<file path="src/rtl/caravel_reset_sequencer_if.sv">
// Control/status bundle for the staged reset sequencer: request inputs from
// the SPI/software side, sequenced reset outputs and status back.
interface caravel_reset_sequencer_if #(
  parameter int NUM_DOMAINS = 4,
  parameter int GAP_W       = 4
);
  logic                   ext_reset;
  logic                   soft_req;
  logic [NUM_DOMAINS-1:0] soft_mask;
  logic [GAP_W-1:0]       cfg_gap;
  logic [NUM_DOMAINS-1:0] domain_resetb;
  logic                   seq_busy;
  logic                   seq_done;
  logic [1:0]             reset_cause;

  modport master (
    output ext_reset, soft_req, soft_mask, cfg_gap,
    input  domain_resetb, seq_busy, seq_done, reset_cause
  );

  modport slave (
    input  ext_reset, soft_req, soft_mask, cfg_gap,
    output domain_resetb, seq_busy, seq_done, reset_cause
  );
endinterface

</file>
<file path="src/rtl/caravel_reset_sequencer.sv">
// Staged reset-release controller: synchronises chip reset, stretches it, then
// releases each domain in index order with a programmable gap.
module caravel_reset_sequencer #(
  parameter int NUM_DOMAINS = 4,
  parameter int STRETCH     = 8,
  parameter int GAP_W       = 4
) (
  input logic                       ext_clk,
  input logic                       resetb,
  caravel_reset_sequencer_if.slave  bus
);
  localparam int IDX_W = (NUM_DOMAINS > 1) ? $clog2(NUM_DOMAINS) : 1;

  typedef enum logic [1:0] {HOLD, RELEASE, RUN} state_t;

  state_t                 state;
  logic [1:0]             sync_q;
  logic                   rst_sync;
  logic [7:0]             cnt;
  logic [IDX_W-1:0]       idx;
  logic [IDX_W-1:0]       nxt_idx;
  logic [GAP_W-1:0]       gap_cnt;
  logic [GAP_W-1:0]       gap_lat;
  logic [NUM_DOMAINS-1:0] scope;
  logic [NUM_DOMAINS-1:0] dom_q;
  logic                   busy_q;
  logic                   done_q;
  logic [1:0]             cause_q;

  assign rst_sync = sync_q[1];
  assign nxt_idx  = idx + 1'b1;

  always_ff @(posedge ext_clk or negedge resetb) begin
    if (!resetb) sync_q <= 2'b00;
    else         sync_q <= {sync_q[0], 1'b1};
  end

  always_ff @(posedge ext_clk or negedge resetb) begin
    if (!resetb) begin
      state   <= HOLD;
      cnt     <= '0;
      idx     <= '0;
      gap_cnt <= '0;
      gap_lat <= '0;
      scope   <= '1;
      dom_q   <= '0;
      busy_q  <= 1'b1;
      done_q  <= 1'b0;
      cause_q <= 2'b00;
    end else if (bus.ext_reset) begin
      // Held in HOLD with count 0 for as long as the SPI request stays high
      state   <= HOLD;
      cnt     <= '0;
      idx     <= '0;
      gap_cnt <= '0;
      scope   <= '1;
      dom_q   <= '0;
      busy_q  <= 1'b1;
      done_q  <= 1'b0;
      cause_q <= 2'b01;
    end else begin
      case (state)
        HOLD: if (rst_sync) begin
          if (cnt == 8'(STRETCH-1)) begin
            state   <= RELEASE;
            gap_lat <= bus.cfg_gap;
            gap_cnt <= '0;
            idx     <= '0;
            if (scope[0]) dom_q[0] <= 1'b1;
          end else begin
            cnt <= cnt + 8'd1;
          end
        end
        RELEASE: begin
          // Out-of-scope indices still spend a full gap so timing is mask-independent
          if (gap_cnt == gap_lat) begin
            gap_cnt <= '0;
            idx     <= nxt_idx;
            if (scope[nxt_idx]) dom_q[nxt_idx] <= 1'b1;
            if (idx == IDX_W'(NUM_DOMAINS-2)) begin
              state  <= RUN;
              busy_q <= 1'b0;
              done_q <= 1'b1;
            end
          end else begin
            gap_cnt <= gap_cnt + 1'b1;
          end
        end
        RUN: if (bus.soft_req && |bus.soft_mask) begin
          state   <= HOLD;
          cnt     <= '0;
          idx     <= '0;
          gap_cnt <= '0;
          scope   <= bus.soft_mask;
          dom_q   <= dom_q & ~bus.soft_mask;
          busy_q  <= 1'b1;
          done_q  <= 1'b0;
          cause_q <= 2'b10;
        end
        default: state <= HOLD;
      endcase
    end
  end

  assign bus.domain_resetb = dom_q;
  assign bus.seq_busy      = busy_q;
  assign bus.seq_done      = done_q;
  assign bus.reset_cause   = cause_q;
endmodule

</file>
<file path="src/flat_wrapper.sv">
// flat-port wrapper written by rule: the top's interface ports become plain ports
module caravel_reset_sequencer_flat 
#(
  parameter int NUM_DOMAINS = 4,
  parameter int STRETCH     = 8,
  parameter int GAP_W       = 4
)
  (ext_clk, resetb, bus_ext_reset, bus_soft_req, bus_soft_mask, bus_cfg_gap, bus_domain_resetb, bus_seq_busy, bus_seq_done, bus_reset_cause);
  caravel_reset_sequencer_if #(.NUM_DOMAINS(NUM_DOMAINS), .GAP_W(GAP_W)) bus_i ();
  input logic ext_clk;
  input logic resetb;
  input wire logic [$bits(bus_i.ext_reset)-1:0] bus_ext_reset;
  input wire logic [$bits(bus_i.soft_req)-1:0] bus_soft_req;
  input wire logic [$bits(bus_i.soft_mask)-1:0] bus_soft_mask;
  input wire logic [$bits(bus_i.cfg_gap)-1:0] bus_cfg_gap;
  output wire logic [$bits(bus_i.domain_resetb)-1:0] bus_domain_resetb;
  output wire logic [$bits(bus_i.seq_busy)-1:0] bus_seq_busy;
  output wire logic [$bits(bus_i.seq_done)-1:0] bus_seq_done;
  output wire logic [$bits(bus_i.reset_cause)-1:0] bus_reset_cause;
  assign bus_i.ext_reset = bus_ext_reset;
  assign bus_i.soft_req = bus_soft_req;
  assign bus_i.soft_mask = bus_soft_mask;
  assign bus_i.cfg_gap = bus_cfg_gap;
  assign bus_domain_resetb = bus_i.domain_resetb;
  assign bus_seq_busy = bus_i.seq_busy;
  assign bus_seq_done = bus_i.seq_done;
  assign bus_reset_cause = bus_i.reset_cause;
  caravel_reset_sequencer #(.NUM_DOMAINS(NUM_DOMAINS), .STRETCH(STRETCH), .GAP_W(GAP_W)) u_core (.ext_clk(ext_clk), .resetb(resetb), .bus(bus_i));
endmodule
</file>
<file path="config.mk">
export PLATFORM = sky130hd
export DESIGN_NAME = caravel_reset_sequencer_flat
export DESIGN_NICKNAME = d
export VERILOG_FILES = /design/src/rtl/caravel_reset_sequencer_if.sv /design/src/rtl/caravel_reset_sequencer.sv /design/src/flat_wrapper.sv
export SDC_FILE = /design/constraint.sdc
export NUM_CORES = 1
export LEC_CHECK = 0
export CORE_UTILIZATION = 51
export DETAILED_ROUTE_END_ITERATION = 8
export PLACE_DENSITY = 0.79
export SYNTH_ARGS = -nofsm -noshare
export SYNTH_HDL_FRONTEND = slang
export SYNTH_SLANG_ARGS = --single-unit
</file>
<file path="constraint.sdc">
create_clock -name ext_clk -period 2.2 [get_ports ext_clk]
set_clock_uncertainty 0.2 [all_clocks]
set_input_delay 0.44 -clock ext_clk [delete_from_list [all_inputs] [get_ports ext_clk]]
set_output_delay 0.44 -clock ext_clk [all_outputs]
set_load 0.03 [all_outputs]
</file>
Word level (Yosys, flattened, before mapping)
Index checks and enable logic that the tools add are counted.
{"block": "classes", "addsub": 3, "n_lt_le_gt_ge": 2, "eq_ne": 13, "n_mux": 52, "n_bitwise": 4, "n_reduce_logical": 18}
{"operator": "4-bit 2-to-1 mux", "n": 12}
{"operator": "8-bit 2-to-1 mux", "n": 4}
{"operator": "2-bit 2-to-1 mux", "n": 13}
{"operator": "3-bit by 2-bit inequality test with 1-bit output, second input constant", "n": 7}
{"operator": "4-bit AND reduction", "n": 5}
{"operator": "8-bit one-hot mux with 2 select lines", "n": 1}
{"operator": "1-bit 2-to-1 mux", "n": 13}
{"operator": "2-bit one-hot mux with 3 select lines", "n": 2}
{"operator": "4-bit one-hot mux with 3 select lines", "n": 1}
{"operator": "5-bit AND reduction", "n": 2}
{"operator": "8-bit by 1-bit adder with 8-bit output, second input constant", "n": 1}
{"operator": "8-bit by 3-bit == test with 1-bit output, second input constant", "n": 1}
{"operator": "7-bit AND reduction", "n": 1}
{"operator": "3-bit one-hot mux with 2 select lines", "n": 1}
{"operator": "3-bit nonzero test", "n": 2}
{"operator": "4-bit by 1-bit adder with 4-bit output, second input constant", "n": 1}
{"operator": "4-bit AND", "n": 1}
{"operator": "2-bit == test, second input constant", "n": 2}
{"operator": "4-bit == test", "n": 1}
{"operator": "4-bit inverter", "n": 1}
{"operator": "4-bit bitwise OR", "n": 1}
{"operator": "1-bit one-hot mux with 2 select lines", "n": 2}
{"operator": "2-bit nonzero test", "n": 2}
{"operator": "4-bit nonzero test", "n": 1}
{"operator": "13 further kinds", "n": 14}
{"block": "totals", "register_bits": 34, "input_bits": 12, "elab_cells": 104}

Longest topological paths before layout
{"block": "depth", "depth_word": 10, "depth_mapped": 8, "ltp_nobuf": 7}

Worst setup path before layout
OpenSTA, ideal clock, no wires.
{"block": "synth_path", "kind": "flip-flop to flip-flop", "from": "register u_core.idx[0]", "to": "register u_core.dom_q[0] (netlist: u_core.bus.domain_resetb[0])", "setup_time_ns": 0.128, "t_arrival_ns": 1.765, "t_required_ns": 1.872, "setup_slack_ns": 0.107, "stages_incl_launch_ff": 7, "n_path_buf": 0, "cell_sequence": "dfrtp_1 > inv_1 > ha_1 > mux4_2 > a21oi_2 > a2111oi_2 > mux2_1"}
{"block": "synth_between", "elab_chain_len": 10, "word_cells_on_any_way": 15, "cone_classes": "add/sub: 1; order compare: 2; eq/ne: 1; mux: 8; bitwise: 1; reduce/logical: 2"}
{"item": "start: declaration", "line_no": "caravel_reset_sequencer.sv:20", "source": "logic [IDX_W-1:0] idx;"}
{"item": "start signal: assignment", "line_no": "caravel_reset_sequencer.sv:78", "source": "idx <= nxt_idx;"}
{"item": "2-bit by 1-bit adder with 2-bit output (*)", "line_no": "caravel_reset_sequencer.sv:31", "source": "assign nxt_idx = idx + 1'b1;"}
{"item": "2-bit by 3-bit less-than comparator with 1-bit output (implied by the code) or 2-bit by 1-bit >= comparator with 1-bit output (tied branches)", "line_no": "caravel_reset_sequencer.sv:79", "source": "if (scope[nxt_idx]) dom_q[nxt_idx] <= 1'b1;"}
{"item": "1-bit logical AND (implied by the code)", "line_no": "caravel_reset_sequencer.sv:79"}
{"item": "1-bit 2-to-1 mux (implied by the code)", "line_no": "caravel_reset_sequencer.sv:79"}
{"item": "1-bit demux with 2-bit select"}
{"item": "4-bit bitwise OR (no line)"}
{"item": "4-bit 2-to-1 mux", "line_no": "caravel_reset_sequencer.sv:79"}
{"item": "4-bit 2-to-1 mux", "line_no": "caravel_reset_sequencer.sv:76", "source": "if (gap_cnt == gap_lat) begin"}
{"item": "1-bit one-hot mux with 3 select lines", "line_no": "caravel_reset_sequencer.sv:62", "source": "case (state)"}
{"item": "4-bit 2-to-1 mux", "line_no": "caravel_reset_sequencer.sv:50", "source": "end else if (bus.ext_reset) begin"}
{"item": "end signal: assignment", "line_no": "caravel_reset_sequencer.sv:95", "source": "dom_q <= dom_q & ~bus.soft_mask;"}
{"item": "end: declaration", "line_no": "caravel_reset_sequencer.sv:25", "source": "logic [NUM_DOMAINS-1:0] dom_q;"}
Every way passes the cells marked *; elsewhere a longest branch is shown, timed or not. The select of a mux whose other input is x is not followed.
A chain may end at the register's enable or synchronous reset.

Worst setup path after layout
{"block": "layout_path", "from": "input port bus_soft_mask[1]", "to": "register u_core.done_q (netlist: u_core.bus.seq_done)"}
{"block": "layout_between", "elab_chain_len": 4}
{"item": "start: declaration", "line_no": "flat_wrapper.sv:14", "source": "input wire logic [$bits(bus_i.soft_mask)-1:0] bus_soft_mask;"}
{"item": "4-bit OR reduction", "line_no": "caravel_reset_sequencer.sv:89", "source": "RUN: if (bus.soft_req && |bus.soft_mask) begin"}
{"item": "1-bit logical AND", "line_no": "caravel_reset_sequencer.sv:89"}
{"item": "3-bit by 2-bit inequality test with 1-bit output (no line)"}
{"item": "4-bit AND reduction (no line)"}
{"item": "end signal: assignment", "line_no": "caravel_reset_sequencer.sv:59", "source": "done_q <= 1'b0;"}
{"item": "end signal: assignment", "line_no": "caravel_reset_sequencer.sv:83", "source": "done_q <= 1'b1;"}
{"item": "end signal: assignment", "line_no": "caravel_reset_sequencer.sv:97", "source": "done_q <= 1'b0;"}
{"item": "end: declaration", "line_no": "caravel_reset_sequencer.sv:27", "source": "logic done_q;"}
No other way between the ends.

==> results by group <==
Status
  – Status: finished clean

Floorplan
  – Width of the die: 64.3 um
  – Die Area: 4130 um^2
  – Floorplan core area: 3690 um^2
  – Count of pins on the block boundary: 20
  – Die boundary height: 64.3 um
  – Num rows: 22
  – Effective utilization at floorplan: 53.6%

Drt
  – Remaining antenna violation count after routing: 0
  – Total vias in the final route: 1566
  – Length of the first detailed-routing pass in iterations: 4
  – Routed Wire Length: 4.08 mm
  – Drt wl/cell: 13.9 um
  – Number of design-rule violations left by the first detailed-router iteration: 101
  – Via-per-instance ratio: 5.33
  – Drt drc: 0

Logic synthesis
  – Post-synthesis area per instance: 10.3 um^2
  – Main synth FF type: sky130_fd_sc_hd__dfrtp_1
  – Cell area after synthesis: 1980 um^2
  – Number of warning messages in the yosys log: 0
  – #FFs+latches synth: 34
  – Mapped Nets: 216
  – EDFF count, synth: 0
  – Number of library cell types mapped by synthesis: 49
  – Synth Instances: 192
  – Asr flop ratio synth: 100%
  – Synth top area share: 36.7%
  – Top post-synthesis cells by area: sky130_fd_sc_hd__dfrtp_1 37%, sky130_fd_sc_hd__ha_1 7.6%, sky130_fd_sc_hd__dfstp_2 6.6%
  – Proportion of synthesized chip area in sequential cells: 43.4%
  – Cell type contributing the most total cell area after synthesis: sky130_fd_sc_hd__dfrtp_1

Placed design
  – Port Buf Inserts: 19
  – # placed instances: 284
  – Post-detailed-placement half-perimeter wirelength: 3.01 mm
  – Cell Area, Placed: 2440 um^2
  – Final weighted congestion in routability-driven placement: 0.825

Global route
  – Global-route congestion overflow total: 0
  – Antenna violations before repair: 0
  – Wire length of the first global-routing pass: 7.17 mm
  – Total track usage: 22.7%
  – Vias in the first global route: 1590
  – Pin count of the biggest net entering global routing: 35

Run
  – Max Cap Violations: 0

Finish
  – Cell Count, Final, Fillers Out: 294
  – Number of antenna cells inserted: 0
  – Flip-flop and latch area: 857 um^2
  – Filler Cells Inserted: 288
  – Layout net count: 269
  – Area used by multi-input combinational logic: 1060 um^2
  – Fraction of final layout cells with drive strength greater than 1: 28.0%
  – Final non-filler cell area: 2560 um^2
  – Synthesis-to-layout area growth: 29.6%
  – Final Core Density: 69.4%

Clock tree
  – Largest buffer count on any clock path: 2
  – Clock Pin Slew Worst Setup and Hold Paths: 0.07 ns
  – Clock network latency to the later pin of the worst-skew pair: 0.28 ns
  – Clock tree from TritonCTS: built
  – Maximum level of the CTS H-tree: 2
  – Root buffer cell: sky130_fd_sc_hd__clkbuf_8
  – Number of clock sinks: 34
  – Cts bufs inserted: 5

Setup path
  – Worst EP required: 2.17 ns
  – Setup crit end kind: register
  – Reg2Reg Capture Point: u_core.idx[0]$_DFFE_PN0P_
  – Crit path largest cell delay: 0.43 ns
  – R2R Path Start: u_core.state[0]$_DFFE_PN0P_
  – Flop2flop setup slack: 0.10 ns
  – Number of buffer and inverter instances along the worst setup path: 2
  – Ordered cell list for the critical path: clkdlybuf4s50_1 -> o41a_1 -> buf_4 -> a211oi_4 -> nor2_1 -> mux2_2
  – Top fanout value on the critical path: 3
  – Slowest stage cell, crit path: sky130_fd_sc_hd__clkdlybuf4s50_1
  – Arr. time, crit path: 2.08 ns
  – Startpoint type of the worst setup path: input port
  – Classification of the worst setup path: in -> reg
  – Family with the most delay on the worst path: compound AO/OA/AOI/OAI gates
  – Worst reg2reg path depth: 7

Timing
  – Max-slew violation total from the final report: 0
  – Post-layout minimum cycle time: 2.11 ns
  – Post-route worst hold slack: 0.155 ns
  – Achievable clock frequency: 474 MHz
  – Setup repair after global routing missed its margin: no
  – Fraction of the cycle the final worst path needs: 96.0%
  – Count of final hold-check violations: 0
  – Count of endpoints failing setup in the final report: 0

Pwr
  – Pwr dens: 992 nW/um^2
  – Lkg Pwr: 1.23 nW
  – Largest vdd supply drop: 0.000706 V
  – Overall power consumption: 2.54 mW

Hold path
  – Min-Delay Endpoint: u_core.sync_q[1]$_DFF_PN0_
  – Min-Delay Path Depth: 0
  – Source of the worst hold timing path: u_core.sync_q[0]$_DFF_PN0_
  – Hold crit path type: reg -> reg
==> how the worst max path moves through the flow <==
stage	from	endpoint	slack, ns	cells past startpoint
2_1_floorplan	u_core.idx[0]$_DFFE_PN0P_	u_core.bus.domain_resetb[0]$_DFFE_PN0P_	0.11	6
3_3_place_gp	bus_soft_mask[1]	u_core.cnt[4]$_DFFE_PN0P_	-0.26	7
5_1_grt	u_core.gap_cnt[0]$_DFFE_PN0P_	u_core.bus.domain_resetb[0]$_DFFE_PN0P_	0.01	6
4_1_cts	u_core.state[0]$_DFFE_PN0P_	u_core.cnt[4]$_DFFE_PN0P_	0.01	8
6_report	bus_soft_mask[1]	u_core.bus.seq_done$_DFFE_PN0P_	0.09	6
3_5_place_dp	bus_soft_mask[1]	u_core.cnt[4]$_DFFE_PN0P_	-0.28	7
==> cell usage in the layout (no fill, tap or decap), types with 5 or more instances in the layout <==
cell / netlist / final
sky130_fd_sc_hd__buf_4: 0 / 32
sky130_fd_sc_hd__o21ai_0: 18 / 17
sky130_fd_sc_hd__mux2_2: 6 / 6
sky130_fd_sc_hd__nand3_1: 8 / 8
sky130_fd_sc_hd__nor2_1: 17 / 17
sky130_fd_sc_hd__nand2_1: 14 / 14
sky130_fd_sc_hd__a21oi_1: 8 / 8
sky130_fd_sc_hd__dfrtp_1: 29 / 29
sky130_fd_sc_hd__inv_1: 10 / 10
sky130_fd_sc_hd__dfstp_2: 5 / 5
sky130_fd_sc_hd__clkdlybuf4s50_1: 0 / 16
sky130_fd_sc_hd__clkbuf_8: 0 / 5
sky130_fd_sc_hd__ha_1: 12 / 11
==> stage by stage <==
step | TNS [ns] | setup slack, ns
after global placement | -3.80 | -0.255
after floorplan | 0 | 0.107
final | 0 | 0.0890
after CTS | 0 | 0.0146
after detailed placement | -4.40 | -0.285
after global routing | 0 | 0.0104
==> layer usage <==
layer	routed length [um]	up-vias	global-route usage, %
met2	2010	22	36.7
li1	-	787	-
met1	1900	752	29.8
met5	0	-	0
met4	55	0	8.06
met3	111	5	5.18
==> cells by family after synthesis <==
| logic type | share of synthesized area [%] |
|---|---|
| simple gates | 16.4 |
| compound gates | 19.3 |
| flops | 43.4 |
| buf+inv | 3.73 |
| fa+ha+maj | 7.59 |
| mux | 7.21 |
| xor+xnor | 2.22 |
| other cells | 0.190 |
==> final cells by class <==
| cell class | instances | share of cell area [%] |
|---|---|---|
| clock buffers | 8 | 3.13 |
| inverters | 10 | 1.47 |
| multi-input cells | 141 | 41.3 |
| flip-flops and latches | 34 | 33.5 |
| well taps | 48 | 2.34 |
| repair buffers | 53 | 18.3 |
==> what timing repair did <==
action / 4_1_cts / 5_1_grt
resized for setup: 0 / 7
buffers inserted: 0 / 2
setup endpoints to repair: 0 / 11
hold endpoints to repair: 0 / 0
hold buffers: 0 / 0
==> power breakdown <==
group / total, mW / leakage, nW / switching, mW / internal [mW]
logic: 1.25 / 0.753 / 0.631 / 0.619
registers: 0.852 / 0.438 / 0.0870 / 0.765
clock network: 0.439 / 0.0395 / 0.214 / 0.225
total: 2.54 / 1.23 / 0.932 / 1.61
==> cells in the mapped netlist, drive strengths merged (3+ instances only) <==
master  number
o21ai       21
a21o         3
mux2         8
clkbuf       3
and3         3
nand3        8
dfrtp       29
inv         10
o31ai        4
a21oi        9
mux2i        3
o41ai        3
nor2        17
nand2b       4
nor2b        3
ha          12
xor2         4
nand2       14
buf          4
a31oi        3
dfstp        5
==> registers in the layout, summed over array words and instances (netlist names) <==
signal                    count
u_core.cnt                    8
u_core.bus.domain_resetb      4
u_core.gap_cnt                4
u_core.gap_lat                4
u_core.scope                  4
u_core.bus.reset_cause        2
u_core.idx                    2
u_core.state                  2
u_core.sync_q                 2
u_core.bus.seq_busy           1
u_core.bus.seq_done           1
Power figures use the tool's default switching activity.
